[src/rtl/button_event_scheduler_pkg.sv]
// Shared event-type codes, channel FSM state encoding and width helpers
// for the button event scheduler.
package button_event_scheduler_pkg;

   localparam logic [1:0] EV_NONE    = 2'b00;
   localparam logic [1:0] EV_PRESS   = 2'b01;
   localparam logic [1:0] EV_RELEASE = 2'b10;
   localparam logic [1:0] EV_REPEAT  = 2'b11;

   typedef enum logic [1:0] {
      ST_IDLE   = 2'd0,
      ST_HELD   = 2'd1,
      ST_REPEAT = 2'd2
   } ch_state_e;

   // Counter must hold the larger of the two terminal counts.
   function automatic int unsigned cnt_width(input int unsigned a, input int unsigned b);
      int unsigned m;
      m = (a > b) ? a : b;
      return (m > 1) ? int'($clog2(m)) : 1;
   endfunction

   function automatic int unsigned id_width(input int unsigned n);
      return (n > 1) ? int'($clog2(n)) : 1;
   endfunction

endpackage

[src/rtl/button_event_scheduler_channel_fsm.sv]
// Per-button edge detect, press/hold/repeat FSM with counter, and a
// single-entry pending event slot feeding the shared arbiter.
module button_channel_fsm
   import button_event_scheduler_pkg::*;
#(
   parameter int unsigned HOLD_CYCLES   = 62500000,
   parameter int unsigned REPEAT_CYCLES = 12500000
) (
   input  logic       clk,
   input  logic       rst_n,
   input  logic       level,
   input  logic       grant,
   output logic       pend_valid,
   output logic [1:0] pend_type,
   output logic       drop_c
);

   localparam int unsigned CNT_W = cnt_width(HOLD_CYCLES, REPEAT_CYCLES);
   localparam logic [CNT_W-1:0] HOLD_LAST   = CNT_W'(HOLD_CYCLES - 1);
   localparam logic [CNT_W-1:0] REPEAT_LAST = CNT_W'(REPEAT_CYCLES - 1);

   ch_state_e        state;
   logic [CNT_W-1:0] cnt;
   logic             prev;
   logic             rise;
   logic             fall;
   logic             post;
   logic [1:0]       post_type;

   assign rise = level & ~prev;
   assign fall = ~level & prev;

   // Event to post this cycle; release wins over a coincident repeat expiry.
   always_comb begin
      post      = 1'b0;
      post_type = EV_NONE;
      unique case (state)
         ST_IDLE: if (rise) begin
            post      = 1'b1;
            post_type = EV_PRESS;
         end
         ST_HELD: if (fall) begin
            post      = 1'b1;
            post_type = EV_RELEASE;
         end else if (cnt == HOLD_LAST) begin
            post      = 1'b1;
            post_type = EV_REPEAT;
         end
         ST_REPEAT: if (fall) begin
            post      = 1'b1;
            post_type = EV_RELEASE;
         end else if (cnt == REPEAT_LAST) begin
            post      = 1'b1;
            post_type = EV_REPEAT;
         end
         default: ;
      endcase
   end

   // A same-cycle grant frees the slot, so only an ungranted overwrite drops.
   assign drop_c = post & pend_valid & ~grant;

   always_ff @(posedge clk or negedge rst_n) begin
      if (!rst_n) begin
         state      <= ST_IDLE;
         cnt        <= '0;
         prev       <= 1'b0;
         pend_valid <= 1'b0;
         pend_type  <= EV_NONE;
      end else begin
         prev <= level;
         unique case (state)
            ST_IDLE: if (rise) begin
               state <= ST_HELD;
               cnt   <= '0;
            end
            ST_HELD: if (fall) begin
               state <= ST_IDLE;
               cnt   <= '0;
            end else if (cnt == HOLD_LAST) begin
               state <= ST_REPEAT;
               cnt   <= '0;
            end else begin
               cnt <= cnt + CNT_W'(1);
            end
            ST_REPEAT: if (fall) begin
               state <= ST_IDLE;
               cnt   <= '0;
            end else if (cnt == REPEAT_LAST) begin
               cnt <= '0;
            end else begin
               cnt <= cnt + CNT_W'(1);
            end
            default: begin
               state <= ST_IDLE;
               cnt   <= '0;
            end
         endcase
         if (post) begin
            pend_valid <= 1'b1;
            pend_type  <= post_type;
         end else if (grant) begin
            pend_valid <= 1'b0;
            pend_type  <= EV_NONE;
         end
      end
   end

endmodule

[src/rtl/button_event_scheduler.sv]
// Button event scheduler: per-channel event generators merged onto one
// valid/ready event stream by a round-robin arbiter and output register.
module button_event_scheduler
   import button_event_scheduler_pkg::*;
#(
   parameter  int unsigned WIDTH         = 4,
   parameter  int unsigned HOLD_CYCLES   = 62500000,
   parameter  int unsigned REPEAT_CYCLES = 12500000,
   localparam int unsigned ID_W          = id_width(WIDTH)
) (
   input  logic             clk,
   input  logic             rst_n,
   input  logic [WIDTH-1:0] debounced,
   output logic             event_valid,
   input  logic             event_ready,
   output logic [ID_W-1:0]  event_id,
   output logic [1:0]       event_type,
   output logic             drop_flag
);

   logic [WIDTH-1:0] pend_valid;
   logic [WIDTH-1:0] grant;
   logic [WIDTH-1:0] drop_c;
   logic [1:0]       pend_type [WIDTH];
   logic             free_c;
   logic             gnt_found;
   logic [ID_W-1:0]  gnt_idx;
   logic [1:0]       gnt_type;
   logic [ID_W-1:0]  cand;
   logic [ID_W-1:0]  start_idx;

   for (genvar g = 0; g < WIDTH; g++) begin : g_ch
      button_channel_fsm #(
         .HOLD_CYCLES   (HOLD_CYCLES),
         .REPEAT_CYCLES (REPEAT_CYCLES)
      ) u_ch (
         .clk        (clk),
         .rst_n      (rst_n),
         .level      (debounced[g]),
         .grant      (grant[g]),
         .pend_valid (pend_valid[g]),
         .pend_type  (pend_type[g]),
         .drop_c     (drop_c[g])
      );
      assign grant[g] = free_c & gnt_found & (gnt_idx == ID_W'(g));
   end

   assign free_c = ~event_valid | event_ready;

   // First pending channel at or after start_idx, wrapping at WIDTH-1.
   always_comb begin
      gnt_found = 1'b0;
      gnt_idx   = '0;
      gnt_type  = EV_NONE;
      cand      = '0;
      for (int unsigned i = 0; i < WIDTH; i++) begin
         cand = ID_W'((32'(start_idx) + i) % WIDTH);
         if (!gnt_found && pend_valid[cand]) begin
            gnt_found = 1'b1;
            gnt_idx   = cand;
            gnt_type  = pend_type[cand];
         end
      end
   end

   always_ff @(posedge clk or negedge rst_n) begin
      if (!rst_n) begin
         event_valid <= 1'b0;
         event_id    <= '0;
         event_type  <= EV_NONE;
         start_idx   <= '0;
         drop_flag   <= 1'b0;
      end else begin
         drop_flag <= drop_flag | (|drop_c);
         if (free_c) begin
            event_valid <= gnt_found;
            if (gnt_found) begin
               event_id   <= gnt_idx;
               event_type <= gnt_type;
               start_idx  <= (gnt_idx == ID_W'(WIDTH - 1)) ? '0 : gnt_idx + ID_W'(1);
            end
         end
      end
   end

endmodule

[config.mk]
export PLATFORM = sky130hd
export DESIGN_NAME = button_event_scheduler
export DESIGN_NICKNAME = d
export VERILOG_FILES = /design/src/rtl/button_event_scheduler_pkg.sv /design/src/rtl/button_event_scheduler_channel_fsm.sv /design/src/rtl/button_event_scheduler.sv
export SDC_FILE = /design/constraint.sdc
export NUM_CORES = 1
export LEC_CHECK = 0
export CAP_MARGIN = 20
export CORE_AREA = 5 5 142 130
export DETAILED_ROUTE_END_ITERATION = 16
export DIE_AREA = 0 0 147 135
export PLACE_DENSITY = 0.75
export SETUP_SLACK_MARGIN = 0.3
export SLEW_MARGIN = 0
export SYNTH_ARGS = -nofsm -noshare
export SYNTH_HDL_FRONTEND = slang
export SYNTH_SLANG_ARGS = --single-unit
[constraint.sdc]
create_clock -name clk -period 3.3 [get_ports clk]
set_clock_uncertainty 0.1 [all_clocks]
set_input_delay 0.66 -clock clk [delete_from_list [all_inputs] [get_ports clk]]
set_output_delay 0.66 -clock clk [all_outputs]
set_load 0.01 [all_outputs]
==> results of run 1 <==
-- critical path, stage by stage, from the launching register on --
cell      delay, ps
dfrtp_1         390
ha_1            220
or4b_4          490
nor4_4          440
a21boi_0        180
o21ai_2         180
and2_1          510
nor2_1          120
-- power by group through the flow --
stage	Combinational [W]	Clock, W	Sequential [W]
global route	0.00182	0.00194	0.00208
CTS	0.00162	0.00186	0.00204
floorplan	0.00129	0	0.00194
global placement	0.00157	0	0.00206
finish	0.00162	0.00183	0.00205
detailed placement	0.00161	0	0.00207
-- layout by cell type, fill, tap and decap left out, types with 4 or more instances in the layout --
cell	Yosys	routed
nand2b_1	11	11
nand3b_1	5	5
ha_1	24	24
nand2_1	90	90
or4_1	4	4
nand4b_1	4	4
a21o_1	10	10
a211o_1	4	4
o31ai_1	6	6
o21ai_0	46	46
xnor2_1	18	18
dfrtp_1	136	136
and2_1	12	12
o311ai_0	4	4
buf_4	1	14
nor4_1	19	19
o22ai_1	9	9
mux2i_1	9	9
a31oi_1	9	9
nor2_1	106	106
and3b_1	4	4
a211oi_1	5	5
nand3_1	60	60
nor3_1	16	16
nand4_1	21	21
clkdlybuf4s50_1	0	11
inv_1	37	37
clkbuf_16	0	17
mux2_2	7	7
nor2b_1	16	16
or4bb_1	8	8
and3_1	28	28
a22o_1	21	21
xor2_1	40	40
o21a_1	4	4
clkbuf_8	0	7
a21oi_1	31	31
and4_1	6	6
-- logic make-up after synthesis --
| group | after synthesis | share of synthesized area, % |
|---|---|---|
| AO/OA/AOI/OAI | 189 | 15.6 |
| flip-flops | 136 | 41.2 |
| AND/OR/NAND/NOR | 431 | 27.9 |
| multiplexers | 17 | 2.32 |
| XOR/XNOR | 58 | 6.15 |
| buffers and inverters | 63 | 3.12 |
| adder cells (fa/ha/maj) | 24 | 3.64 |
-- registers in the layout (all words and copies together) (netlist names) --
name                  count
g_ch.u_ch.pend_valid      4
event_valid               1
event_id                  2
g_ch.u_ch.cnt           104
event_type                2
g_ch.u_ch.pend_type       8
g_ch.u_ch.state           8
g_ch.u_ch.prev            4
drop_flag                 1
start_idx                 2
-- final cells by class --
class,count,area (um2)
Clock buffer,27,533
Clock inverter,2,35.0
Fill cell,1469,7500
Inverter,37,139
Multi-Input combinational cell,719,4600
Sequential cell,136,3400
Tap cell,211,264
Timing Repair Buffer,27,246
-- worst max-delay path by stage --
stage,start,to,slack (ps)
6_report,g_ch[1].u_ch.cnt[0],g_ch[1].u_ch.cnt[12],530
5_1_grt,g_ch[1].u_ch.cnt[0],g_ch[1].u_ch.pend_type[1],310
4_1_cts,g_ch[1].u_ch.cnt[0],g_ch[1].u_ch.cnt[11],530
3_5_place_dp,debounced[1],g_ch[1].u_ch.cnt[25],260
3_3_place_gp,debounced[1],g_ch[1].u_ch.cnt[25],270
2_1_floorplan,start_idx[0],drop_flag,800
-- stage by stage --
| step | instance area (um2) | setup WS, ps |
|---|---|---|
| final | 9220 | 525 |
| after global routing | 9220 | 305 |
| after CTS | 9220 | 535 |
| after detailed placement | 8650 | 258 |
| after global placement | 8650 | 274 |
| after floorplan | 8260 | 801 |
-- layer usage --
metal | wire length (um) | vias to the layer above
met1 | 8660 | 3299
met5 | 0 | -
met4 | 196 | 0
met2 | 8280 | 142
li1 | - | 3372
met3 | 772 | 21
==> summary.md, run 1 <==
| Metric | Value |
|---|---|
| Status | completed |
| Die Y | 135 um |
| Antenna violations before repair | 0 |
| Period Utilization, post-route | 84.1% |
| RSZ-0062 raised after global routing | no |
| Core ar. | 16700 um2 |
| Worst reg-to-reg path cell count | 7 |
| ANT cells | 0 |
| Postcts setup bufs | 0 |
| Num Clock Sinks | 136 |
| Drt pass-1 iters | 6 |
| Top-count cell post-synth | dfrtp_1 |
| Routed via count | 6834 |
| Power density cells | 596 nW/um2 |
| Main synth FF type | dfrtp_1 |
| Routed WL | 17900 um |
| Layout cells sized above 1 | 7.28% |
| Std cell rows | 45 |
| Top post-synthesis cells by area | dfrtp_1 41%, nor2_1 4.8%, xor2_1 4.2% |
| Top post-synthesis cells by count | 136 x dfrtp_1, 106 x nor2_1, 90 x nand2_1 |
| Met1 usage | 25.8% |
| Mapped Nets | 949 |
| Post-synth EDFFs | 0 |
| Clk buf depth | 2 |
| Setup TNS | 0 ps |
| CTS tree | done |
| Clk root buf | clkbuf_16 |
| Peak supply drop | 0.462 mV |
| Relative slew margins | 49.0% |
| Num CTS Buffers | 17 |
| GR Util All Layers | 18.6% |
| Comb pwr share | 29.5% |
| Hold Path Class | in -> async |
| Busiest grt layer | met2 |
| Global route overflow | 0 |
| Worst slew pin tran | 765 ps |
| Register area share after synthesis | 41.2% |
| Slew Limit Fails | 0 |
| Int Pwr | 0.00361 W |
| Port bufs | 12 |
| Part of the power in the clock network | 33.3% |
| Post-CTS sizing | 0 |
| Ys async rst share | 100% |
| Critical path endpoint category | register |
| Finish-stage setup viols | 0 |
| Yosys cell types | 75 |
| Final antenna-violating net count | 0 |
| Final core utilization | 55.1% |
| CP required | 3480 ps |
| Highest clock rate | 360 MHz |
| Top cell type's share of synthesized area | 41.2% |
| Global-route wire length before repair | 30700 um |
| Syn_area_per_cell | 9.00 um2 |
| Yosys warnings | 0 |
| FF-to-FF Start | g_ch[1].u_ch.cnt[0] |
| DRC | 0 |
| Net switching power | 0.00188 W |
| CP Max Fanout | 14 |
| Non-filler cells, final | 1159 |
| Crit path kind | reg -> reg |
| Worst Setup Start Kind | register |
| Met2 Use GR | 29.3% |
| Pwr Total | 0.00549 W |
| R2R Setup Slk | 530 ps |
| Clock Pin Slew Worst Setup and Hold Paths | 60 ps |
| Gate Count Post-Synth | 918 |
| H-tree lvl count | 4 |
| Leakage power figure | 3.97 nW |
| Fin Hold WS | 54.0 ps |
| Number of global-route vias before repair | 6438 |
| Fin. Hold Viols | 0 |
| Max-Cap Viols | 0 |
| Layout area overhead | 11.6% |
| Syn Std Cell Area | 8260 um2 |
| Reg-to-reg endpoint | g_ch[1].u_ch.cnt[12] |
| Drt wl/cell | 15.5 um |
| Post-DP HPWL | 12500 um |
| Die width | 147 um |
| Worst EP arrival | 2960 ps |
| Switching Fraction | 34.2% |
| DR iter-0 viols | 398 |
| Via density | 5.90 |
| CTS Hold Buffers Added | 0 |
| Seq pwr share | 37.3% |
| Met3 Use GR | 3.69% |
| Placer congestion estimate | 0.830 |
| NumNets Final | 969 |
| Largest net degree at the start of global routing | 44 |
| DP Cell Count | 1130 |
| Cell taking the most area after synthesis | dfrtp_1 |
| Fin crit period | 2770 ps |
| Clk_lat worst skew | 420 ps |
| Initial core utilization | 49.4% |
| Ports | 13 |
| FF+latch count, synth | 136 |
| Die ar. | 19800 um2 |
Note: power is estimated with default switching activity, not from simulation.
==> inputs of run 2 (changes only) <==
==> constraint.sdc (replaced) <==
create_clock -name clk -period 2.85 [get_ports clk]
set_clock_uncertainty 0.1 [all_clocks]
set_input_delay 0.57 -clock clk [delete_from_list [all_inputs] [get_ports clk]]
set_output_delay 0.57 -clock clk [all_outputs]
set_load 0.01 [all_outputs]
==> summary.md, run 2 (synthesized netlist as in run 1, its figures left out) <==
| Metric | Value |
|---|---|
| ANT cells | 0 (unchanged) |
| Via density | 5.86 (was 5.90) |
| Critical path endpoint category | register (unchanged) |
| CP Max Fanout | 5 (was 14) |
| Worst Setup Start Kind | register (unchanged) |
| Clk buf depth | 2 (unchanged) |
| Std cell rows | 45 (unchanged) |
| GR Util All Layers | 19.1% (was 18.6%) |
| Highest clock rate | 397 MHz (was 360 MHz) |
| Largest net degree at the start of global routing | 58 (was 44) |
| Die width | 147 um (unchanged) |
| Num Clock Sinks | 136 (unchanged) |
| Die ar. | 19800 um2 (unchanged) |
| Leakage power figure | 4.14 nW (was 3.97 nW) |
| DR iter-0 viols | 682 (was 398) |
| Port bufs | 12 (unchanged) |
| Final antenna-violating net count | 0 (unchanged) |
| CP required | 3090 ps (was 3480 ps) |
| Setup TNS | 0 ps (unchanged) |
| Max reg flops | 104 (unchanged) |
| Drt wl/cell | 15.5 um (about the same) |
| Global-route wire length before repair | 31700 um (was 30700 um) |
| Fin crit period | 2520 ps (was 2770 ps) |
| Max-Cap Viols | 0 (unchanged) |
| Clk root buf | clkbuf_16 (unchanged) |
| Relative slew margins | 59.3% (was 49.0%) |
| Worst EP arrival | 2760 ps (was 2960 ps) |
| Fin. Hold Viols | 0 (unchanged) |
| Clock Pin Slew Worst Setup and Hold Paths | 60 ps (about the same) |
| Worst reg-to-reg path cell count | 6 (was 7) |
| H-tree lvl count | 4 (unchanged) |
| Layout cells sized above 1 | 12.0% (was 7.28%) |
| Largest registers | g_ch.u_ch.cnt: 104 flops, g_ch.u_ch.pend_type: 8 flops, g_ch.u_ch.state: 8 flops (unchanged) |
| Routed WL | 18400 um (was 17900 um) |
| Worst Setup SP | g_ch[1].u_ch.cnt[17] (was g_ch[1].u_ch.cnt[0]) |
| Number of global-route vias before repair | 6716 (was 6438) |
| Initial core utilization | 49.4% (unchanged) |
| FF-to-FF Start | g_ch[1].u_ch.cnt[17] (was g_ch[1].u_ch.cnt[0]) |
| Die Y | 135 um (unchanged) |
| CTS Hold Buffers Added | 0 (unchanged) |
| Non-filler cells, final | 1193 (was 1159) |
| Routed via count | 6992 (was 6834) |
| Finish-stage setup viols | 0 (unchanged) |
| DP Cell Count | 1144 (was 1130) |
| Hold Path Class | in -> async (unchanged) |
| Layout area overhead | 16.0% (was 11.6%) |
| Drt pass-1 iters | 5 (was 6) |
| Core ar. | 16700 um2 (unchanged) |
| Fill count | 1424 (was 1469) |
| Crit path kind | reg -> reg (unchanged) |
| Peak supply drop | 0.462 mV (about the same) |
| Ports | 13 (unchanged) |
| RSZ-0062 raised after global routing | yes (was no) |
| NumNets Final | 1001 (was 969) |
| Worst slew pin tran | 611 ps (was 765 ps) |
| Most frequent cells in the layout | 133 x dfrtp_1, 105 x nor2_1, 90 x nand2_1, 60 x nand3_1, 46 x o21ai_0 (was 136 x dfrtp_1, 106 x nor2_1, 90 x nand2_1, 60 x nand3_1, 46 x o21ai_0) |
| Fin Hold WS | 24.9 ps (was 54.0 ps) |
| R2R Setup Slk | 330 ps (was 530 ps) |
| Worst setup endpoint | g_ch[1].u_ch.pend_type[1] (was g_ch[1].u_ch.cnt[12]) |
| Status | completed (unchanged) |
| Post-DP HPWL | 12700 um (was 12500 um) |
| Antenna violations before repair | 0 (unchanged) |
| DRC | 0 (unchanged) |
| Most flops, register | g_ch.u_ch.cnt (unchanged) |
| Clk_lat worst skew | 420 ps (about the same) |
| Num CTS Buffers | 17 (unchanged) |
| CTS tree | done (unchanged) |
| Reg-to-reg endpoint | g_ch[1].u_ch.pend_type[1] (was g_ch[1].u_ch.cnt[12]) |
| Power density cells | 693 nW/um2 (was 596 nW/um2) |
| Period Utilization, post-route | 88.4% (was 84.1%) |
| Most common cell after layout, fill and taps aside | dfrtp_1 (unchanged) |
| Global route overflow | 0 (unchanged) |
| Slew Limit Fails | 0 (unchanged) |
| Placer congestion estimate | 0.840 (was 0.830) |
-- run 2: changes by cell type in the layout (fill, tap and decap cells not counted), sizes merged --
cell	delta
buf	+31
clkinvlp	+3
clkbuf	-2
bufinv	+1
nor2	+1
-- run 2: report_power, final --
group	internal, W	switching (W)	total [W]
Sequential	0.00210	0.000207	0.00231
Combinational	0.000858	0.00124	0.00210
Clock	0.00142	0.000809	0.00223
Total	0.00438	0.00226	0.00664
-- run 2: routing by layer --
metal,vias up,track usage [%],part of all wire [%]
li1,3455,-,-
met1,3396,26.9,49
met2,125,30.5,47
met3,16,3.66,3.3
met4,0,5.23,0.92
met5,-,0,0
-- run 2: metrics by stage --
step | util [%] | setup slack, ps | instance area [um2] | power [W]
6_report | 57.3 | 330 | 9580 | 0.00664
5_1_grt | 57.3 | 197 | 9580 | 0.00705
3_3_place_gp | 52.4 | 122 | 8770 | 0.00428
2_1_floorplan | - | 351 | 8260 | 0.00374
4_1_cts | 56.3 | 313 | 9410 | 0.00662
3_5_place_dp | 52.4 | 98.2 | 8770 | 0.00433
-- run 2: critical path, stage by stage (launching register included) --
cell and delay [ps]:
dfrtp_2 440, or4bb_4 570, nor4b_4 370, nand2_1 140
a221o_1 390, a21oi_2 220, mux2i_1 210
-- run 2: layout make-up --
class	instances	area (um2)	share of cell area, %
clock buffers	25	515	5.38
clock inverters	6	87.6	0.914
inverters	37	139	1.45
multi-input cells	720	4670	48.8
flip-flops and latches	136	3410	35.6
well taps	211	264	2.76
repair buffers	58	492	5.13
-- run 2: what timing repair did --
action,CTS,global route
endpoints found under the setup margin,44,63
resized for setup,4,14
gates cloned,0,1
setup buffers,3,14
pin swaps,3,13
-- run 2: worst min-delay path by stage --
stage	startpoint	to	cells after the start
finish	rst_n	g_ch[0].u_ch.cnt[5]	1
global route	rst_n	g_ch[0].u_ch.cnt[6]	1
CTS	rst_n	g_ch[0].u_ch.cnt[5]	1
detailed placement	event_id[1]	event_id[1]	2
global placement	event_id[1]	event_id[1]	2
floorplan	rst_n	drop_flag	0
==> inputs of run 3 (changes only) <==
--- a/config.mk
+++ b/config.mk
@@ -5,7 +5,6 @@
 export SDC_FILE = /design/constraint.sdc
 export NUM_CORES = 1
 export LEC_CHECK = 0
-export CAP_MARGIN = 20
 export CORE_AREA = 5 5 142 130
 export DETAILED_ROUTE_END_ITERATION = 16
 export DIE_AREA = 0 0 147 135
==> results of run 3 <==
No change in the layout: final DEF, timing and power equal those of run 2.
